--- src/rtl/pc_sequencer_if.sv ---
// Bus between the program-counter sequencer and its driver: the control
// requests going in and the registered fetch address and status coming out.
interface pc_sequencer_if;
  logic       halt;
  logic       stall;
  logic       fetch_ack;
  logic       ret;
  logic       call;
  logic [7:0] call_target;
  logic       jmp;
  logic [7:0] jmp_target;
  logic       br_take;
  logic [7:0] br_target;
  logic [7:0] pc_out;
  logic       fetch_req;
  logic       ras_err;

  // Driver side: issues control requests, observes the program counter.
  modport master (
    output halt, stall, fetch_ack, ret, call, call_target,
           jmp, jmp_target, br_take, br_target,
    input  pc_out, fetch_req, ras_err
  );

  // Sequencer side.
  modport slave (
    input  halt, stall, fetch_ack, ret, call, call_target,
           jmp, jmp_target, br_take, br_target,
    output pc_out, fetch_req, ras_err
  );
endinterface

--- src/rtl/pc_sequencer.sv ---
// Program-counter sequencer: IDLE/FETCH/STALL/HALT control FSM with
// prioritised next-PC selection (ret > call > jmp > br_take > increment).
// Optional return-address stack is compiled in when PC_SEQ_RAS_EN is defined;
// without it, call acts as a jump, ret as an increment, and ras_err is 0.
module pc_sequencer #(
  parameter logic [7:0] RESET_VEC = 8'h00,
  parameter int         RAS_DEPTH = 4
) (
  input logic          clk,
  input logic          rst_n,
  pc_sequencer_if.slave bus
);

  if (RAS_DEPTH < 2 || RAS_DEPTH > 8) begin : g_depth_chk
    $error("pc_sequencer: RAS_DEPTH must be in 2..8");
  end

  typedef enum logic [1:0] {IDLE, FETCH, STALL, HALT} state_t;

  state_t     state_q, state_d;
  logic [7:0] pc_q, pc_d;
  logic       fetch_req_q;
  logic [7:0] pc_inc;
  logic       accept;

  // Only a FETCH cycle that memory acknowledges, with no hold or halt, moves the PC.
  assign pc_inc = pc_q + 8'd1;
  assign accept = (state_q == FETCH) && bus.fetch_ack && !bus.stall && !bus.halt;

  // Next-state logic; halt dominates everything and is only left through reset.
  always_comb begin
    state_d = state_q;
    if (bus.halt) begin
      state_d = HALT;
    end else begin
      case (state_q)
        IDLE:    state_d = FETCH;
        FETCH:   if (bus.stall) state_d = STALL;
        STALL:   if (!bus.stall) state_d = FETCH;
        HALT:    state_d = HALT;
        default: state_d = IDLE;
      endcase
    end
  end

`ifdef PC_SEQ_RAS_EN
  localparam int CNT_W = $clog2(RAS_DEPTH + 1);
  localparam int IDX_W = $clog2(RAS_DEPTH);
  localparam logic [CNT_W-1:0] FULL = CNT_W'(RAS_DEPTH);

  logic [7:0]       ras_q [2**IDX_W];
  logic [CNT_W-1:0] cnt_q, cnt_d;
  logic             err_q, err_d;
  logic             push;
  logic [IDX_W-1:0] wr_idx, rd_idx;

  assign wr_idx = cnt_q[IDX_W-1:0];
  assign rd_idx = IDX_W'(cnt_q - CNT_W'(1));

  // Next PC and stack bookkeeping; a simultaneous call and ret performs only the ret.
  always_comb begin
    pc_d  = pc_q;
    cnt_d = cnt_q;
    err_d = err_q;
    push  = 1'b0;
    if (accept) begin
      if (bus.ret) begin
        if (cnt_q != '0) begin
          pc_d  = ras_q[rd_idx];
          cnt_d = cnt_q - CNT_W'(1);
        end else begin
          pc_d  = pc_inc;
          err_d = 1'b1;
        end
      end else if (bus.call) begin
        if (cnt_q != FULL) begin
          push  = 1'b1;
          cnt_d = cnt_q + CNT_W'(1);
        end else begin
          err_d = 1'b1;
        end
        pc_d = bus.call_target;
      end else if (bus.jmp) begin
        pc_d = bus.jmp_target;
      end else if (bus.br_take) begin
        pc_d = bus.br_target;
      end else begin
        pc_d = pc_inc;
      end
    end
  end

  // Stack storage holds data only; validity is tracked by cnt_q.
  always_ff @(posedge clk) begin
    if (push) ras_q[wr_idx] <= pc_inc;
  end

  // Stack depth and sticky error flag.
  always_ff @(posedge clk or negedge rst_n) begin
    if (!rst_n) begin
      cnt_q <= '0;
      err_q <= 1'b0;
    end else begin
      cnt_q <= cnt_d;
      err_q <= err_d;
    end
  end

  assign bus.ras_err = err_q;
`else
  // Next PC without a stack: call is a plain jump, ret a plain increment.
  always_comb begin
    pc_d = pc_q;
    if (accept) begin
      if (bus.ret)          pc_d = pc_inc;
      else if (bus.call)    pc_d = bus.call_target;
      else if (bus.jmp)     pc_d = bus.jmp_target;
      else if (bus.br_take) pc_d = bus.br_target;
      else                  pc_d = pc_inc;
    end
  end

  assign bus.ras_err = 1'b0;
`endif

  // State, PC and fetch request; fetch_req mirrors "next state is FETCH".
  always_ff @(posedge clk or negedge rst_n) begin
    if (!rst_n) begin
      state_q     <= IDLE;
      pc_q        <= RESET_VEC;
      fetch_req_q <= 1'b0;
    end else begin
      state_q     <= state_d;
      pc_q        <= pc_d;
      fetch_req_q <= (state_d == FETCH);
    end
  end

  assign bus.pc_out    = pc_q;
  assign bus.fetch_req = fetch_req_q;

endmodule

--- src/flat_wrapper.sv ---
// flat-port wrapper written by rule: the top's interface ports become plain ports
module pc_sequencer_flat 
#(
  parameter logic [7:0] RESET_VEC = 8'h00,
  parameter int         RAS_DEPTH = 4
)
  (clk, rst_n, bus_halt, bus_stall, bus_fetch_ack, bus_ret, bus_call, bus_call_target, bus_jmp, bus_jmp_target, bus_br_take, bus_br_target, bus_pc_out, bus_fetch_req, bus_ras_err);
  pc_sequencer_if bus_i ();
  input logic clk;
  input logic rst_n;
  input wire logic [$bits(bus_i.halt)-1:0] bus_halt;
  input wire logic [$bits(bus_i.stall)-1:0] bus_stall;
  input wire logic [$bits(bus_i.fetch_ack)-1:0] bus_fetch_ack;
  input wire logic [$bits(bus_i.ret)-1:0] bus_ret;
  input wire logic [$bits(bus_i.call)-1:0] bus_call;
  input wire logic [$bits(bus_i.call_target)-1:0] bus_call_target;
  input wire logic [$bits(bus_i.jmp)-1:0] bus_jmp;
  input wire logic [$bits(bus_i.jmp_target)-1:0] bus_jmp_target;
  input wire logic [$bits(bus_i.br_take)-1:0] bus_br_take;
  input wire logic [$bits(bus_i.br_target)-1:0] bus_br_target;
  output wire logic [$bits(bus_i.pc_out)-1:0] bus_pc_out;
  output wire logic [$bits(bus_i.fetch_req)-1:0] bus_fetch_req;
  output wire logic [$bits(bus_i.ras_err)-1:0] bus_ras_err;
  assign bus_i.halt = bus_halt;
  assign bus_i.stall = bus_stall;
  assign bus_i.fetch_ack = bus_fetch_ack;
  assign bus_i.ret = bus_ret;
  assign bus_i.call = bus_call;
  assign bus_i.call_target = bus_call_target;
  assign bus_i.jmp = bus_jmp;
  assign bus_i.jmp_target = bus_jmp_target;
  assign bus_i.br_take = bus_br_take;
  assign bus_i.br_target = bus_br_target;
  assign bus_pc_out = bus_i.pc_out;
  assign bus_fetch_req = bus_i.fetch_req;
  assign bus_ras_err = bus_i.ras_err;
  pc_sequencer #(.RESET_VEC(RESET_VEC), .RAS_DEPTH(RAS_DEPTH)) u_core (.clk(clk), .rst_n(rst_n), .bus(bus_i));
endmodule
--- config.mk ---
export PLATFORM = sky130hd
export DESIGN_NAME = pc_sequencer_flat
export DESIGN_NICKNAME = d
export VERILOG_FILES = /design/src/rtl/pc_sequencer_if.sv /design/src/rtl/pc_sequencer.sv /design/src/flat_wrapper.sv
export SDC_FILE = /design/constraint.sdc
export NUM_CORES = 1
export LEC_CHECK = 0
export BUFFER_PORTS_ARGS = -buffer_cell sky130_fd_sc_hd__buf_2
export CORE_MARGIN = 5
export CORE_UTILIZATION = 47
export CTS_BUF_LIST = sky130_fd_sc_hd__clkbuf_2
export DETAILED_ROUTE_END_ITERATION = 6
export PLACE_DENSITY = 0.88
export SLEW_MARGIN = 20
export SYNTH_ARGS = -nofsm -noshare
export SYNTH_HDL_FRONTEND = slang
export SYNTH_SLANG_ARGS = --single-unit
--- constraint.sdc ---
create_clock -name clk -period 2 [get_ports clk]
set_input_delay 0.2 -clock clk [delete_from_list [all_inputs] [get_ports clk]]
set_output_delay 0.2 -clock clk [all_outputs]
set_load 0.01 [all_outputs]
Word level (Yosys, flattened, before mapping) --
Cells that the tools add are included.
Word-level totals: word-level logic and storage cells 22, register bits 11
Operators by class: add/subtract/negate cells 1, mux-type cells 8, eq/ne operators 4, reduce and logical (&&, ||, !) cells 6
Operators by type and width (count):
- 2-to-1 mux 8 bit | 4
- adder 8 x 1 -> 8 bit, second input constant | 1
- one-hot mux 2 bit (4 select lines) | 1
- 2-to-1 mux 2 bit | 3
- equality test 2 x 1 -> 1 bit, second input constant | 2
- equality test 2 bit, second input constant | 2
- logical AND 1 bit | 3
- zero test 1 bit | 2
- zero test 2 bit | 1

Depth between registers and ports, before layout --
Gate-level depths: netlist (run 1).
word-level depth 5, depth in mapped cells 5, depth with buffers taken out 5

Worst setup path before layout (run 1) --
OpenSTA, ideal clock, no wires.
kind flip-flop to flip-flop, start register u_core.pc_q[0] (netlist: u_core.bus.pc_out[0]), end register u_core.pc_q[2] (netlist: u_core.bus.pc_out[2]), required time 1.872 ns, clock period less this slack 1.465 ns, cell stages (with the launch flop) 6, setup slack 0.535 ns, data arrival time 1.337 ns, cell sequence dfrtp_1 -> ha_1 -> or2_2 -> and3_1 -> o221ai_1 -> a21oi_1
Between the ends: word-level cells in the longest chain between the ends 5
Ends and longest elaborated chain:
- start, declared | line pc_sequencer.sv:21 | logic [7:0] pc_q, pc_d;
- start signal, assigned | line pc_sequencer.sv:134 | pc_q <= pc_d;
- adder 8 x 1 -> 8 bit (*) | line pc_sequencer.sv:27 | assign pc_inc = pc_q + 8'd1;
- 2-to-1 mux 8 bit | line pc_sequencer.sv:118 | else if (bus.br_take) pc_d = bus.br_target;
- 2-to-1 mux 8 bit | line pc_sequencer.sv:117 | else if (bus.jmp) pc_d = bus.jmp_target;
- 2-to-1 mux 8 bit | line pc_sequencer.sv:116 | else if (bus.call) pc_d = bus.call_target;
- 2-to-1 mux 8 bit (*) | line pc_sequencer.sv:115 | if (bus.ret) pc_d = pc_inc;
Mark *: on every way between the ends. The rest lies on a longest branch, timed or not. A chain may end at the register's enable or synchronous reset.

Worst setup path in the final report (run 1) --
start register u_core.state_q[0], end register u_core.pc_q[5] (netlist: u_core.bus.pc_out[5])
Between the ends: word-level cells in the longest chain between the ends 4
Ends and longest elaborated chain:
- start, declared | line pc_sequencer.sv:20 | state_t state_q, state_d;
- start signal, assigned | line pc_sequencer.sv:133 | state_q <= state_d;
- equality test 2 x 1 -> 1 bit | line pc_sequencer.sv:28 | assign accept = (state_q == FETCH) && bus.fetch_ack && !bus.stall && !bus.halt;
- logical AND 1 bit (3 in a row) | line pc_sequencer.sv:28
Every way passes these cells.

==> flow_metrics.py, run 1 <==
metrics = {
    "run_status": {
        "status": "finished, final reports clean",
    },
    "worst_setup_path": {
        "worst-endpoint-required_ns": 2.15,
        "cp-start-kind": "flop",
        "cp_data_arrival_time_ns": 1.71,
        "crit_path_end_kind": "flop",
        "worstReg2RegStart": "u_core.state_q[0]",
        "rrSetupSlack_ns": 0.44,
        "cp_max_fo": 6,
        "r2r_cells": 4,
        "r2r-end": "u_core.bus.pc_out[5]",
        "critPathKind": "flop to flop",
    },
    "yosys": {
        "synth-adder-area-share_pct": 1.418,
        "ys.flop_type": "dfrtp_1",
        "async_flop_share_pct": 100.0,
        "yosys_warnings": 0,
        "yosysUniqueCellTypes": 40,
        "synth_xor_area_share_pct": 0.9929,
        "synth_fp_nets": 141,
        "synth-compound-area-share_pct": 32.06,
        "syn_area_per_cell_um2": 8.244,
        "ys_ff_latch": 11,
        "synth_area_um2": 882.1,
        "synth_top_family_by_area": "compound AO/OA/AOI/OAI gates",
        "synth_simple_gate_area_share_pct": 25.82,
        "synthMuxAreaShare_pct": 2.270,
        "synth_cells": 107,
        "synth_edf_count": 0,
        "yosysSeqAreaShare_pct": 31.21,
    },
    "die": {
        "pin_count": 43,
        "num_rows": 15,
        "die_area_um2": 2843,
        "die_x_um": 53.32,
        "core_area_um2": 1764,
        "fp.dieH_um": 53.32,
        "initial_core_util_pct": 50.00,
    },
    "cts": {
        "cts_max_level": 1,
        "cts_setup_buffers": 0,
        "cts_sinks": 11,
        "cts_tree": "done",
        "ctsResizeCount": 0,
        "cts_buffers": 3,
        "root_buffer": "clkbuf_2",
        "cts.path.max_buffers": 2,
        "clk_latency_ns": 0.28,
        "clkTransAtPathRegs_ns": 0.11,
    },
    "route": {
        "drtPass1Iterations": 4,
        "wl_um": 2478,
        "via_per_inst": 5.750,
        "vias": 989,
        "routedWlPerCell_um": 14.41,
        "ant_nets": 0,
        "drtIter0Drc": 28,
        "route.detailed.drc": 0,
    },
    "final_layout": {
        "fin_area_um2": 1120,
        "antenna-diode-count": 0,
        "final_common_cell": "buf_2",
        "n_fill_cell": 173,
        "multi_input_area_um2": 555.5,
        "ff_latch_area_um2": 275.3,
        "area_delta_synth_final_pct": 26.95,
        "fin_util_pct": 63.48,
        "fin_cells": 172,
        "layout.nets": 182,
        "final_cell_mix": "buf_2, dfrtp_1, a21oi_1, nand2_1, o21ai_0",
        "drive_gt1_share_pct": 34.69,
    },
    "placed_design": {
        "portBuffers": 41,
        "routabilityCongestion": 0.8297,
        "dp_cells": 167,
        "dp_hpwl_um": 1925,
        "placed_area_um2": 1090,
        "place_ws_ns": 0.4562,
    },
    "min_path": {
        "hold_depth": 2,
        "min_path_type": "input pin to flop",
        "min_to": "u_core.state_q[0]",
        "min_from": "bus_halt",
    },
    "sta": {
        "slew_violations": 0,
        "min_period_ns": 1.555,
        "skew_ns": 0.01491,
        "hold_slack_ns": 0.1552,
        "timing.final.crit_share_pct": 77.77,
        "setup-tns-final_ns": 0,
        "fmax_mhz": 642.9,
        "setup_slack_ns": 0.4446,
        "setup-violations-final": 0,
        "rsz0062_at_grt": "no",
        "hold_violations": 0,
    },
    "grt": {
        "track_usage_pct": 18.89,
        "grt-ovfl-total": 0,
        "grt_pass1_wl_um": 3919,
        "antenna_found_initial": 0,
        "grt_pass1_vias": 909,
        "grt_max_degree": 17,
    },
    "pwr": {
        "power-per-cell-area_nw_per_um2": 413.3,
        "total_leakage_power_nw": 0.5218,
        "ir_worst_vdd_mv": 0.2726,
        "power_mw": 0.4628,
    },
    "run": {
        "cap_viol_max_count": 0,
    },
}
[cell families after synthesis]
logic type                 Yosys count
AOI/OAI and AO/OA                   39
DFF                                 11
and+or+nand+nor                     40
xor gates and xnor gates             1
buffers and inverters               12
adders and majority gates            1
muxes                                2
other                                1
[layer usage]
metal	track usage, %	share of wire (%)
met4	3.830	0.40
met2	34.08	53
met1	21.44	40
met5	0	0
met3	5.915	5.9
[power by group]
part	switching (mW)	internal, mW
sequential	0.00449	0.225
combinational	0.0545	0.0496
clock	0.0840	0.0452
total	0.143	0.320
[worst max-delay path, stage by stage (launching register included)]
cell and delay (ns):
dfrtp_1 0.45, nand4bb_4 0.15, or2_0 0.36, a2111oi_2 0.37
nor4_1 0.10
[final cells by class]
type	count	share of cell area, %
clock buffer	3	1.341
clock inverter	1	0.4469
inverter	6	2.011
multi-input combinational	84	49.61
sequential	11	24.58
tap	25	2.793
timing repair buffer	42	19.22
[worst max path at each step]
stage	from	to	slack, ns	depth (start not counted)
floorplan	u_core.bus.pc_out[0]	u_core.bus.pc_out[2]	0.54	5
global placement	u_core.state_q[0]	u_core.bus.pc_out[5]	0.51	4
detailed placement	u_core.state_q[0]	u_core.bus.pc_out[5]	0.46	4
CTS	u_core.state_q[0]	u_core.bus.pc_out[5]	0.44	4
global route	u_core.state_q[0]	u_core.bus.pc_out[5]	0.32	4
finish	u_core.state_q[0]	u_core.bus.pc_out[5]	0.44	4
[Yosys cell counts, types with 2 or more instances]
cell type	n	area, µm²
a21oi_1	9	45.04
a221oi_1	5	43.79
a22o_1	2	17.52
and3_1	3	18.77
buf_2	2	10.01
clkbuf_1	3	11.26
dfrtp_1	11	275.3
inv_1	6	22.52
mux2i_1	2	20.02
nand2_1	9	33.78
nand2b_1	3	18.77
nand3_1	4	20.02
nor2_1	6	22.52
nor2b_1	3	18.77
nor3_1	3	15.01
nor4_1	2	12.51
o21ai_0	9	45.04
o2bb2ai_1	2	17.52
o32ai_1	2	17.52
[sequential cells by signal, summed over array words and instances, names as in the netlist]
name and cells:
u_core.bus.fetch_req 1, u_core.state_q 2, u_core.bus.pc_out 8
[repair_timing]
item	CTS	global route
hold buffers	1	0
hold endpoints to repair	11	0
endpoints found under the setup margin	0	0
Note: power is estimated with default switching activity, not from simulation.
==> run 2: changes to the inputs <==
==> constraint.sdc (replaced) <==
create_clock -name clk -period 1.52 [get_ports clk]
set_input_delay 0.152 -clock clk [delete_from_list [all_inputs] [get_ports clk]]
set_output_delay 0.152 -clock clk [all_outputs]
set_load 0.01 [all_outputs]
==> flow_metrics.py, run 2 (synthesis results as in run 1) <==
metrics = {
    "run_status": {
        "status": "finished, final reports clean",
    },
    "grt": {
        "track_usage_pct": 21.51,
        "grt_pass1_wl_um": 4478,
        "grt-ovfl-total": 0,
        "grt_pass1_vias": 1043,
        "grt_max_degree": 17,
        "antenna_found_initial": 0,
    },
    "worst_setup_path": {
        "r2r-end": "u_core.bus.pc_out[2]",
        "worst-endpoint-required_ns": 1.66,
        "worstReg2RegStart": "u_core.bus.pc_out[1]",
        "r2r_cells": 5,
        "crit_chain": "ha_2 > or2_2 > and3_1 > o221ai_1 > a21oi_1",
        "crit_buf_inv": 0,
        "max_stage_delay_ns": 0.46,
        "cp-start-kind": "flop",
        "critPathTopFamily": "flip-flops",
        "rrSetupSlack_ns": 0.05,
        "crit_path_end_kind": "flop",
        "critPathKind": "flop to flop",
        "cp_max_fo": 5,
        "cp_data_arrival_time_ns": 1.61,
        "crit_slowest_cell": "dfrtp_2",
        "cp-startpoint": "u_core.bus.pc_out[1]",
    },
    "cts": {
        "cts_sinks": 11,
        "cts_setup_buffers": 0,
        "clk_latency_ns": 0.25,
        "cts_buffers": 3,
        "cts_max_level": 1,
        "cts_tree": "done",
        "clkTransAtPathRegs_ns": 0.10,
        "root_buffer": "clkbuf_2",
        "cts.path.max_buffers": 2,
    },
    "placed_design": {
        "routabilityCongestion": 0.9296,
        "dp_hpwl_um": 2228,
        "placed_area_um2": 1150,
        "place_ws_ns": 0.03628,
        "portBuffers": 41,
    },
    "route": {
        "routedWlPerCell_um": 15.64,
        "wl_um": 2815,
        "wl_met3_um": 214,
        "drtIter0Drc": 40,
        "drtPass1Iterations": 4,
        "via_per_inst": 5.839,
        "wl_met1_um": 1031,
        "wl_met2_um": 1509,
        "top_layer_used": "met4",
        "route.detailed.drc": 0,
        "ant_nets": 0,
        "vias": 1051,
    },
    "die": {
        "fp.dieH_um": 53.32,
        "pin_count": 43,
        "initial_core_util_pct": 50.00,
        "num_rows": 15,
        "die_x_um": 53.32,
        "core_area_um2": 1764,
        "die_area_um2": 2843,
    },
    "final_layout": {
        "antenna-diode-count": 0,
        "largest_register_ffs": 8,
        "fin_util_pct": 67.80,
        "layout.nets": 190,
        "final_common_cell": "buf_2",
        "drive_gt1_share_pct": 41.29,
        "n_fill_cell": 163,
        "final_cell_mix": "buf_2, a21oi_1, nand2_1, o21ai_0, dfrtp_1",
        "fin_area_um2": 1196,
        "area_delta_synth_final_pct": 35.60,
    },
    "min_path": {
        "min_to": "u_core.state_q[0]",
        "min_from": "bus_halt",
        "min_path_type": "input pin to flop",
        "hold_depth": 2,
    },
    "sta": {
        "slew_violations": 0,
        "timing.final.crit_share_pct": 96.99,
        "setup-violations-final": 0,
        "hold_violations": 0,
        "min_period_ns": 1.474,
        "skew_ns": 0.005310,
        "hold_slack_ns": 0.1434,
        "setup_slack_ns": 0.04569,
        "fmax_mhz": 678.3,
    },
    "run": {
        "cap_viol_max_count": 0,
    },
    "pwr": {
        "ir_worst_vdd_mv": 0.3274,
        "power-per-cell-area_nw_per_um2": 514.0,
        "total_leakage_power_nw": 0.5604,
        "power_mw": 0.6148,
    },
}
==> run 2: layer usage <==
layer	vias to the layer above	global-route usage, %
met5	-	0
met4	0	7.234
met3	10	5.915
met2	55	37.96
met1	483	24.49
li1	503	-
==> run 2: metrics by stage <==
stage	TNS (ns)	instances
floorplan	0	107
global placement	0	175
CTS	0	180
detailed placement	0	175
global route	-0.004655	180
finish	0	180
==> run 2: layout make-up <==
cell class / instances / area (µm²) / area share (%)
Multi-Input combinational cell: 84 / 569.3 / 47.59
Clock buffer: 4 / 20.02 / 1.674
Timing Repair Buffer: 50 / 275.3 / 23.01
Inverter: 6 / 22.52 / 1.883
Tap cell: 25 / 31.28 / 2.615
Sequential cell: 11 / 277.8 / 23.22
==> run 2: worst max path at each step <==
stage	slack (ns)	cells after the start	endpoint
after floorplan	0.06	5	u_core.bus.pc_out[2]
after global placement	0.12	5	u_core.bus.pc_out[2]
after detailed placement	0.04	5	u_core.bus.pc_out[2]
after CTS	0.03	5	u_core.bus.pc_out[2]
after global routing	-0.005	5	u_core.bus.pc_out[2]
final	0.05	5	u_core.bus.pc_out[2]
==> run 2: report_power, final <==
part / switching, mW / internal [mW] / leakage, nW
logic: 0.0806 / 0.0721 / 0.408
registers: 0.00426 / 0.296 / 0.135
clock network: 0.0919 / 0.0699 / 0.0166
==> run 2: what timing repair did <==
| item | in CTS | in global routing |
|---|---|---|
| gates resized for setup | 0 | 5 |
| hold buffers | 1 | 0 |
| endpoints found under the setup margin | 0 | 5 |
| endpoints found under the hold margin | 11 | 0 |
==> run 2: worst reg2reg max path: stages, from the launching register on <==
cell and delay, ns:
dfrtp_2 0.46, ha_2 0.21, or2_2 0.27, and3_1 0.17
o221ai_1 0.17, a21oi_1 0.09
